$ cat config.mk
export PLATFORM = sky130hd
export DESIGN_NAME = syscall_console_tx_flat
export DESIGN_NICKNAME = d
export VERILOG_FILES = /design/src/rtl/syscall_console_tx_if.sv /design/src/rtl/syscall_console_tx.sv /design/src/flat_wrapper.sv
export SDC_FILE = /design/constraint.sdc
export NUM_CORES = 1
export LEC_CHECK = 0
export CAP_MARGIN = 20
export CORE_UTILIZATION = 51
export DETAILED_ROUTE_END_ITERATION = 10
export PLACE_DENSITY = 0.74
export SYNTH_ARGS = -nofsm -noshare
export SYNTH_HDL_FRONTEND = slang
export SYNTH_SLANG_ARGS = --single-unit
$ cat constraint.sdc
create_clock -name clk -period 3.3 [get_ports clk]
set_input_delay 0.825 -clock clk [delete_from_list [all_inputs] [get_ports clk]]
set_output_delay 0.825 -clock clk [all_outputs]
set_load 0.05 [all_outputs]
$ cat src/rtl/syscall_console_tx_if.sv
// Byte-stream handshake between a syscall print request source and the console.
// The master side presents values and tx_ready; the slave side streams ASCII bytes and status.
interface syscall_console_tx_if #(
   parameter int BITS = 32
);
   logic            start;
   logic [BITS-1:0] value;
   logic            signed_mode;
   logic [7:0]      tx_data;
   logic            tx_valid;
   logic            tx_ready;
   logic            busy;
   logic            done;
   logic            dropped;

   modport master (
      output start, value, signed_mode, tx_ready,
      input  tx_data, tx_valid, busy, done, dropped
   );

   modport slave (
      input  start, value, signed_mode, tx_ready,
      output tx_data, tx_valid, busy, done, dropped
   );
endinterface

$ cat src/rtl/syscall_console_tx.sv
// Prints a syscall register value as decimal ASCII followed by a newline.
// Binary-to-BCD runs one bit per cycle, then digits stream out over a valid/ready byte port.
module syscall_console_tx #(
   parameter int BITS   = 32,
   parameter int DIGITS = 10
) (
   input logic                clk,
   input logic                reset,
   syscall_console_tx_if.slave bus
);
   localparam int CNTW = (BITS > 1) ? $clog2(BITS) : 1;
   localparam int IDXW = (DIGITS > 1) ? $clog2(DIGITS) : 1;
   localparam int BCDW = 4 * DIGITS;

   typedef enum logic [2:0] {IDLE, CONVERT, SIGN, DIGIT, NEWLINE} state_t;

   state_t          state_reg;
   logic [BCDW-1:0] bcd_reg;
   logic [BITS-1:0] shift_reg;
   logic [CNTW-1:0] cnt_reg;
   logic [IDXW-1:0] idx_reg;
   logic            neg_reg;
   logic [7:0]      tx_data_reg;
   logic            tx_valid_reg;
   logic            busy_reg;
   logic            done_reg;
   logic            dropped_reg;

   logic [BCDW-1:0] bcd_adj;
   logic [BCDW-1:0] bcd_next;
   logic [IDXW-1:0] lead_next;
   logic [IDXW-1:0] idx_dec;
   logic            is_neg;
   logic [BITS-1:0] magnitude;

   function automatic logic [7:0] ascii_digit(input logic [3:0] d);
      return {4'h3, d};
   endfunction

   // Add-3 correction on every BCD digit before the shift.
   generate
      for (genvar gi = 0; gi < DIGITS; gi++) begin : g_adj
         assign bcd_adj[4*gi +: 4] = (bcd_reg[4*gi +: 4] >= 4'd5) ?
                                     bcd_reg[4*gi +: 4] + 4'd3 : bcd_reg[4*gi +: 4];
      end
   endgenerate

   assign bcd_next  = {bcd_adj[BCDW-2:0], shift_reg[BITS-1]};
   assign idx_dec   = idx_reg - 1'b1;
   assign is_neg    = bus.signed_mode & bus.value[BITS-1];
   assign magnitude = is_neg ? (~bus.value + {{(BITS-1){1'b0}}, 1'b1}) : bus.value;

   // Highest non-zero digit; a zero magnitude falls through to index 0 so one '0' prints.
   always_comb begin
      lead_next = '0;
      for (int i = 0; i < DIGITS; i++) begin
         if (bcd_next[4*i +: 4] != 4'd0) lead_next = IDXW'(i);
      end
   end

   always_ff @(posedge clk or negedge reset) begin
      if (!reset) begin
         state_reg    <= IDLE;
         bcd_reg      <= '0;
         shift_reg    <= '0;
         cnt_reg      <= '0;
         idx_reg      <= '0;
         neg_reg      <= 1'b0;
         tx_data_reg  <= 8'h00;
         tx_valid_reg <= 1'b0;
         busy_reg     <= 1'b0;
         done_reg     <= 1'b0;
         dropped_reg  <= 1'b0;
      end else begin
         done_reg    <= 1'b0;
         dropped_reg <= bus.start && (state_reg != IDLE);
         case (state_reg)
            IDLE: begin
               if (bus.start) begin
                  shift_reg <= magnitude;
                  neg_reg   <= is_neg;
                  bcd_reg   <= '0;
                  cnt_reg   <= '0;
                  busy_reg  <= 1'b1;
                  state_reg <= CONVERT;
               end
            end
            CONVERT: begin
               bcd_reg   <= bcd_next;
               shift_reg <= {shift_reg[BITS-2:0], 1'b0};
               cnt_reg   <= cnt_reg + 1'b1;
               // The first byte is registered on the last shift so it is valid BITS+1 cycles after start.
               if (cnt_reg == CNTW'(BITS - 1)) begin
                  idx_reg      <= lead_next;
                  tx_valid_reg <= 1'b1;
                  if (neg_reg) begin
                     state_reg   <= SIGN;
                     tx_data_reg <= 8'h2D;
                  end else begin
                     state_reg   <= DIGIT;
                     tx_data_reg <= ascii_digit(bcd_next[4*lead_next +: 4]);
                  end
               end
            end
            SIGN: begin
               if (bus.tx_ready) begin
                  state_reg   <= DIGIT;
                  tx_data_reg <= ascii_digit(bcd_reg[4*idx_reg +: 4]);
               end
            end
            DIGIT: begin
               if (bus.tx_ready) begin
                  if (idx_reg == '0) begin
                     state_reg   <= NEWLINE;
                     tx_data_reg <= 8'h0A;
                  end else begin
                     idx_reg     <= idx_dec;
                     tx_data_reg <= ascii_digit(bcd_reg[4*idx_dec +: 4]);
                  end
               end
            end
            NEWLINE: begin
               if (bus.tx_ready) begin
                  state_reg    <= IDLE;
                  tx_valid_reg <= 1'b0;
                  tx_data_reg  <= 8'h00;
                  busy_reg     <= 1'b0;
                  done_reg     <= 1'b1;
               end
            end
            default: state_reg <= IDLE;
         endcase
      end
   end

   assign bus.tx_data  = tx_data_reg;
   assign bus.tx_valid = tx_valid_reg;
   assign bus.busy     = busy_reg;
   assign bus.done     = done_reg;
   assign bus.dropped  = dropped_reg;
endmodule
$ cat src/flat_wrapper.sv
// flat-port wrapper written by rule: the top's interface ports become plain ports
module syscall_console_tx_flat 
#(
   parameter int BITS   = 32,
   parameter int DIGITS = 10
)
  (clk, reset, bus_start, bus_value, bus_signed_mode, bus_tx_ready, bus_tx_data, bus_tx_valid, bus_busy, bus_done, bus_dropped);
  syscall_console_tx_if #(.BITS(BITS)) bus_i ();
  input logic clk;
  input logic reset;
  input wire logic [$bits(bus_i.start)-1:0] bus_start;
  input wire logic [$bits(bus_i.value)-1:0] bus_value;
  input wire logic [$bits(bus_i.signed_mode)-1:0] bus_signed_mode;
  input wire logic [$bits(bus_i.tx_ready)-1:0] bus_tx_ready;
  output wire logic [$bits(bus_i.tx_data)-1:0] bus_tx_data;
  output wire logic [$bits(bus_i.tx_valid)-1:0] bus_tx_valid;
  output wire logic [$bits(bus_i.busy)-1:0] bus_busy;
  output wire logic [$bits(bus_i.done)-1:0] bus_done;
  output wire logic [$bits(bus_i.dropped)-1:0] bus_dropped;
  assign bus_i.start = bus_start;
  assign bus_i.value = bus_value;
  assign bus_i.signed_mode = bus_signed_mode;
  assign bus_i.tx_ready = bus_tx_ready;
  assign bus_tx_data = bus_i.tx_data;
  assign bus_tx_valid = bus_i.tx_valid;
  assign bus_busy = bus_i.busy;
  assign bus_done = bus_i.done;
  assign bus_dropped = bus_i.dropped;
  syscall_console_tx #(.BITS(BITS), .DIGITS(DIGITS)) u_core (.clk(clk), .reset(reset), .bus(bus_i));
endmodule
## Word level (Yosys, flattened, before mapping)

Cells that the tools add are included.

| cells by class | value |
|---|---|
| add/subtract/negate cells | 13 |
| magnitude comparators | 10 |
| equality and inequality tests | 12 |
| shift-type cells | 3 |
| mux-type cells | 52 |
| bitwise logic cells | 2 |
| reductions and logical operators | 25 |

Operators by type and width:

| kind | number |
|---|---|
| $shiftx 40x7->4 | 3 |
| $mux 4 | 20 |
| $pmux 40 s2 | 1 |
| $mux 32 | 2 |
| $pmux 32 s2 | 1 |
| $ge 4x3->1 const B | 10 |
| $mux 40 | 1 |
| $reduce_bool 4->1 | 10 |
| $add 4x2->4 const B | 9 |
| $add 32x1->32 const B | 1 |
| $mux 8 | 4 |
| $not 32->32 | 1 |
| $pmux 8 s4 | 1 |
| $mux 3 | 7 |
| $pmux 3 s5 | 1 |
| $mux 5 | 2 |
| $ne 2x2->1 const B | 5 |
| $pmux 5 s2 | 1 |
| $pmux 4 s2 | 1 |
| $reduce_bool 2->1 | 4 |
| $mux 1 | 7 |
| $eq 3x2->1 const B | 2 |
| $mux 6 | 1 |
| $reduce_and 3->1 | 2 |
| 17 further kinds | 20 |

| word-level totals | value |
|---|---|
| bits in registers | 97 |
| input port bits | 37 |
| output and inout port bits | 12 |

## Depth between registers and ports, before layout

| logic depth | value |
|---|---|
| depth in word-level cells | 16 |
| depth in mapped cells | 14 |

## Worst setup path before layout

Ideal clock, no wire load.

| path | value |
|---|---|
| path type | reg-to-reg |
| from | reg u_core.idx_reg[0] |
| to | reg u_core.tx_data_reg[1], in the netlist u_core.bus.tx_data[1] |
| setup time | 128 ps |
| data arrival time | 3064 ps |
| data required time | 3172 ps |
| setup slack | 109 ps |
| stages on the path, launching flop included | 13 |
| buffers on the path | 3 |
| path through | dfrtp_1 -> clkbuf_1 -> buf_1 -> inv_1 -> ha_1 -> clkbuf_1 -> mux4_2 -> mux2i_1 -> o221ai_1 -> a21oi_1 -> nor2_1 -> a21oi_1 -> o21ai_0 |

| on the way | value |
|---|---|
| word-level cells in the longest chain between the ends | 5 |
| elaborated cells on any way between the ends | 8 |
| those cells by class | 1 x add/sub; 2 x shift; 4 x mux; 1 x reduce/logical |

RTL lines:

| what | RTL line | text |
|---|---|---|
| start, declared | syscall_console_tx.sv:21 | `logic [IDXW-1:0] idx_reg;` |
| start signal, assigned | syscall_console_tx.sv:94 | `idx_reg <= lead_next;` |
| start signal, assigned | syscall_console_tx.sv:117 | `idx_reg <= idx_dec;` |
| $sub 4x1->4 | syscall_console_tx.sv:49 | `assign idx_dec = idx_reg - 1'b1;` |
| $shiftx 40x7->4 | syscall_console_tx.sv:118 | `tx_data_reg <= ascii_digit(bcd_reg[4*idx_dec +: 4]);` |
| $mux 6 | syscall_console_tx.sv:113 | `if (idx_reg == '0) begin` |
| $mux 8 | syscall_console_tx.sv:112 | `if (bus.tx_ready) begin` |
| $pmux 8 s4 * | syscall_console_tx.sv:77 | `case (state_reg)` |
| end signal, assigned | syscall_console_tx.sv:101 | `tx_data_reg <= ascii_digit(bcd_next[4*lead_next +: 4]);` |
| end signal, assigned | syscall_console_tx.sv:108 | `tx_data_reg <= ascii_digit(bcd_reg[4*idx_reg +: 4]);` |
| end signal, assigned | syscall_console_tx.sv:118 |  |
| end, declared | syscall_console_tx.sv:23 | `logic [7:0] tx_data_reg;` |

Mark *: on every way between the ends. The rest lies on a longest branch, timed or not. The select of a mux whose other input is x is not followed.
A chain may end at the register's enable or synchronous reset.

## Worst setup path in the final report

| path | value |
|---|---|
| from | reg u_core.bcd_reg[21] |
| to | reg u_core.tx_data_reg[0], in the netlist u_core.bus.tx_data[0] |

| on the way | value |
|---|---|
| word-level cells in the longest chain between the ends | 12 |
| elaborated cells on any way between the ends | 14 |
| those cells by class | 1 x add/sub; 1 x order compare; 1 x shift; 9 x mux; 2 x reduce/logical |

RTL lines:

| what | RTL line | text |
|---|---|---|
| start, declared | syscall_console_tx.sv:18 | `logic [BCDW-1:0] bcd_reg;` |
| start signal, assigned | syscall_console_tx.sv:89 | `bcd_reg <= bcd_next;` |
| $add 4x2->4 / $ge 4x3->1 (equally long branches) | syscall_console_tx.sv:44, syscall_console_tx.sv:43 |  |
| $mux 4 * | syscall_console_tx.sv:43 | `assign bcd_adj[4*gi +: 4] = (bcd_reg[4*gi +: 4] >= 4'd5) ?` |
| $reduce_bool 4->1 | syscall_console_tx.sv:57 | `if (bcd_next[4*i +: 4] != 4'd0) lead_next = IDXW'(i);` |
| $mux 4 (5 in a row) | syscall_console_tx.sv:57 |  |
| $shiftx 40x7->4 * | syscall_console_tx.sv:101 |  |
| $mux 5 * | syscall_console_tx.sv:96 | `if (neg_reg) begin` |
| $mux 8 * | syscall_console_tx.sv:93 | `if (cnt_reg == CNTW'(BITS - 1)) begin` |
| $pmux 8 s4 * | syscall_console_tx.sv:77 |  |

Marks and branches as above.

==> qor.txt <==
share of layout cells above drive strength 1 - 11.5%
Die Span Y - 118 um
Total Routing Usage GR - 27.4%
Hold Buf Count CTS - 0
critical path arrival - 3340 ps
gpl congestion - 1.05
final net count - 874
1st-pass router iterations - 5
DP Wirelength - 13400 um
status - finished, final reports clean
max-cap viol count - 0
Slew HR - 50.6%
most common flop cell mapped by yosys - dfrtp_1
1st-iter DRT viols - 572
TritonCTS buffer count - 9
Core Box Area - 0.0129 mm^2
Post-Syn Instances - 779
vias in the first global route - 6268
critical path class - reg -> reg
Worst setup EP type - flop
fin crit period - 3100 ps
vias per cell - 6.50
DIE AREA - 0.0139 mm^2
CTS clk-pin slew, worst paths - 80 ps
final number of setup-violating endpoints - 0
largest net degree at the start of global routing - 70
drt wl/cell - 18.8 um
clk sink count - 95
CP startpoint kind - flop
register area - 0.00238 mm^2
Final Max Tran Viols - 0
Mean Syn Cell Area - 8.80 um^2
worst setup margin - 199 ps
worst endpoint required time - 3540 ps
Syn Std Cell Area - 0.00685 mm^2
post-route met1 wirelength - 7580 um
number of flip-flops in the largest register - 40
multi-input logic area - 0.00419 mm^2
Post-Route WL - 18500 um
clock latency on the worst-skew pair - 360 ps
Least-Margin Pin Slew - 733 ps
uppermost layer routed - met4
I/O pins - 49
initial antenna violation count - 0
WL met3 - 1250 um
Starting Density - 53.2%
Async S/R FF share, synth - 100%
fillers - 1096
# diodes - 0
gr ovfl total - 0
flops & latches, synth - 95
final period utilization - 94.0%
fmax - 0.322 GHz
Post-Route Skew - 16.8 ps
Post-synth EDFFs - 0
# rows - 41
pre-CTS setup slack - -51.4 ps
DR vias - 6428
post-synthesis sequential area ratio - 34.7%
CTS max path bufs - 2
CTS tree - yes
Final ANT Viol Nets - 0
H-tree Lvls - 3
Die X - 118 um
YS warnings - 0
routed wl met2 - 9010 um
Critical Path Fanout Max - 6
RSZ-0062 raised after global routing - no
Final Hold Vio Count - 0
HP Class - in -> async
Root Buffer - clkbuf_16
Residual DRC - 0
post-synthesis cell type count - 67
first-pass GRT wire length - 30800 um
Synth-to-Final Area Change - 14.7%
PortBufs - 46
[worst paths after layout]
check                                           startpoint                                end  slack (ps)  depth (start not counted)
min in group clk           u_core.bus.tx_valid$_DFFE_PN0P_    u_core.bus.tx_valid$_DFFE_PN0P_         490                          1
setup reg to reg            u_core.bcd_reg[21]$_DFFE_PN0P_  u_core.bus.tx_data[0]$_DFFE_PN0P_         200                         13
hold reg to reg            u_core.bus.tx_valid$_DFFE_PN0P_    u_core.bus.tx_valid$_DFFE_PN0P_         490                          1
max in group asynchronous                            reset   u_core.shift_reg[18]$_DFFE_PN0P_        2110                          2
hold / removal                                       reset     u_core.bcd_reg[25]$_DFFE_PN0P_         480                          1
setup / recovery            u_core.bcd_reg[21]$_DFFE_PN0P_  u_core.bus.tx_data[0]$_DFFE_PN0P_         200                         13
[worst max-delay path, stage by stage, from the launching register on]
cell and delay (ps):
dfrtp_1 440, inv_1 120, ha_1 240, nand2b_1 110, a21oi_2 190, mux2_2 380, and4_4 200, a21oi_2 260
a21boi_4 100, buf_4 170, nor3b_1 280, a211o_1 150, a21boi_1 80, o31a_1 250
[metrics by stage]
stage	hold WS [ps]	std cells	setup TNS [ps]	cell area, um^2	utilization [%]
after CTS	498	989	0	7830	60.8
after global placement	463	974	0	7540	58.5
after floorplan	449	780	0	6860	-
final	478	989	0	7860	61.0
after global routing	529	989	0	7860	61.0
after detailed placement	480	974	-133	7540	58.5
[area by class of cell]
cell class / instances / share of cell area [%]
clock inverters: 6 / 0.892
repair buffers: 69 / 8.35
well taps: 172 / 2.74
flip-flops and latches: 95 / 30.3
multi-input cells: 605 / 53.3
inverters: 33 / 1.58
clock buffers: 9 / 2.87
[layer usage]
metal	vias to the layer above	GRT usage [%]
met4	0	13.9
met1	3116	33.8
li1	2946	-
met2	305	46.2
met5	-	0
met3	61	4.31
[logic make-up (layout without fill, tap and decap cells)]
kind of cell	after synthesis	after routing	synth area share (%)
muxes	44	44	9.64
AOI/OAI and AO/OA	250	250	22.8
other	1	2	0.0547
and+or+nand+nor	244	244	18.6
adders and majority gates	24	24	4.38
xor gates and xnor gates	41	41	5.24
buffers and inverters	80	117	4.66
DFF	95	95	34.7
[synthesized netlist by cell type, drive strengths merged (3+ instances only)]
library cell  number  share of area [%]
nand3             45                3.3
nor4               6               0.73
buf               13               0.99
inv               33                1.8
o211ai             5               0.62
and4               5               0.71
nor3              19                1.5
nand2b            15                1.4
nand2             55                3.0
mux4              16                5.3
mux2              10                1.8
a31oi              8               0.73
a22oi             31                3.4
nand4              9               0.82
a32o               7                1.0
dfrtp             95                 35
and2               5               0.46
nor2b              3               0.27
nor2              49                2.8
ha                24                4.4
o31a               5               0.64
a21oi             56                4.5
o22ai              5               0.46
xor2              14                1.8
clkbuf            34                1.9
xnor2             27                3.5
o21ai            101                7.4
and3               4               0.37
or3                3               0.27
o31ai             12                1.3
nor3b             19                2.2
mux2i             18                2.6
[what timing repair did]
| action | CTS | global route |
|---|---|---|
| gates resized for setup | 0 | 5 |
| setup endpoints to repair | 0 | 4 |
| buffers inserted | 0 | 0 |
[placed cells by master (no fill, tap or decap), types with 12 or more instances in the layout]
master	Yosys	final
xnor2_1	27	27
o21ai_0	100	100
clkdlybuf4s50_1	0	45
nand2_1	55	52
nor2_1	48	47
nor3b_1	18	18
mux2i_1	18	18
a21oi_1	49	47
buf_4	2	22
xor2_1	14	14
inv_1	33	33
nand2b_1	15	15
nor3_1	17	17
mux4_2	16	16
o31ai_1	12	12
a22oi_1	31	31
nand3_1	45	45
dfrtp_1	95	95
ha_1	24	24
Power is not shown: default switching activity piles up to over one toggle a cycle in this logic, so the estimate is an artifact.
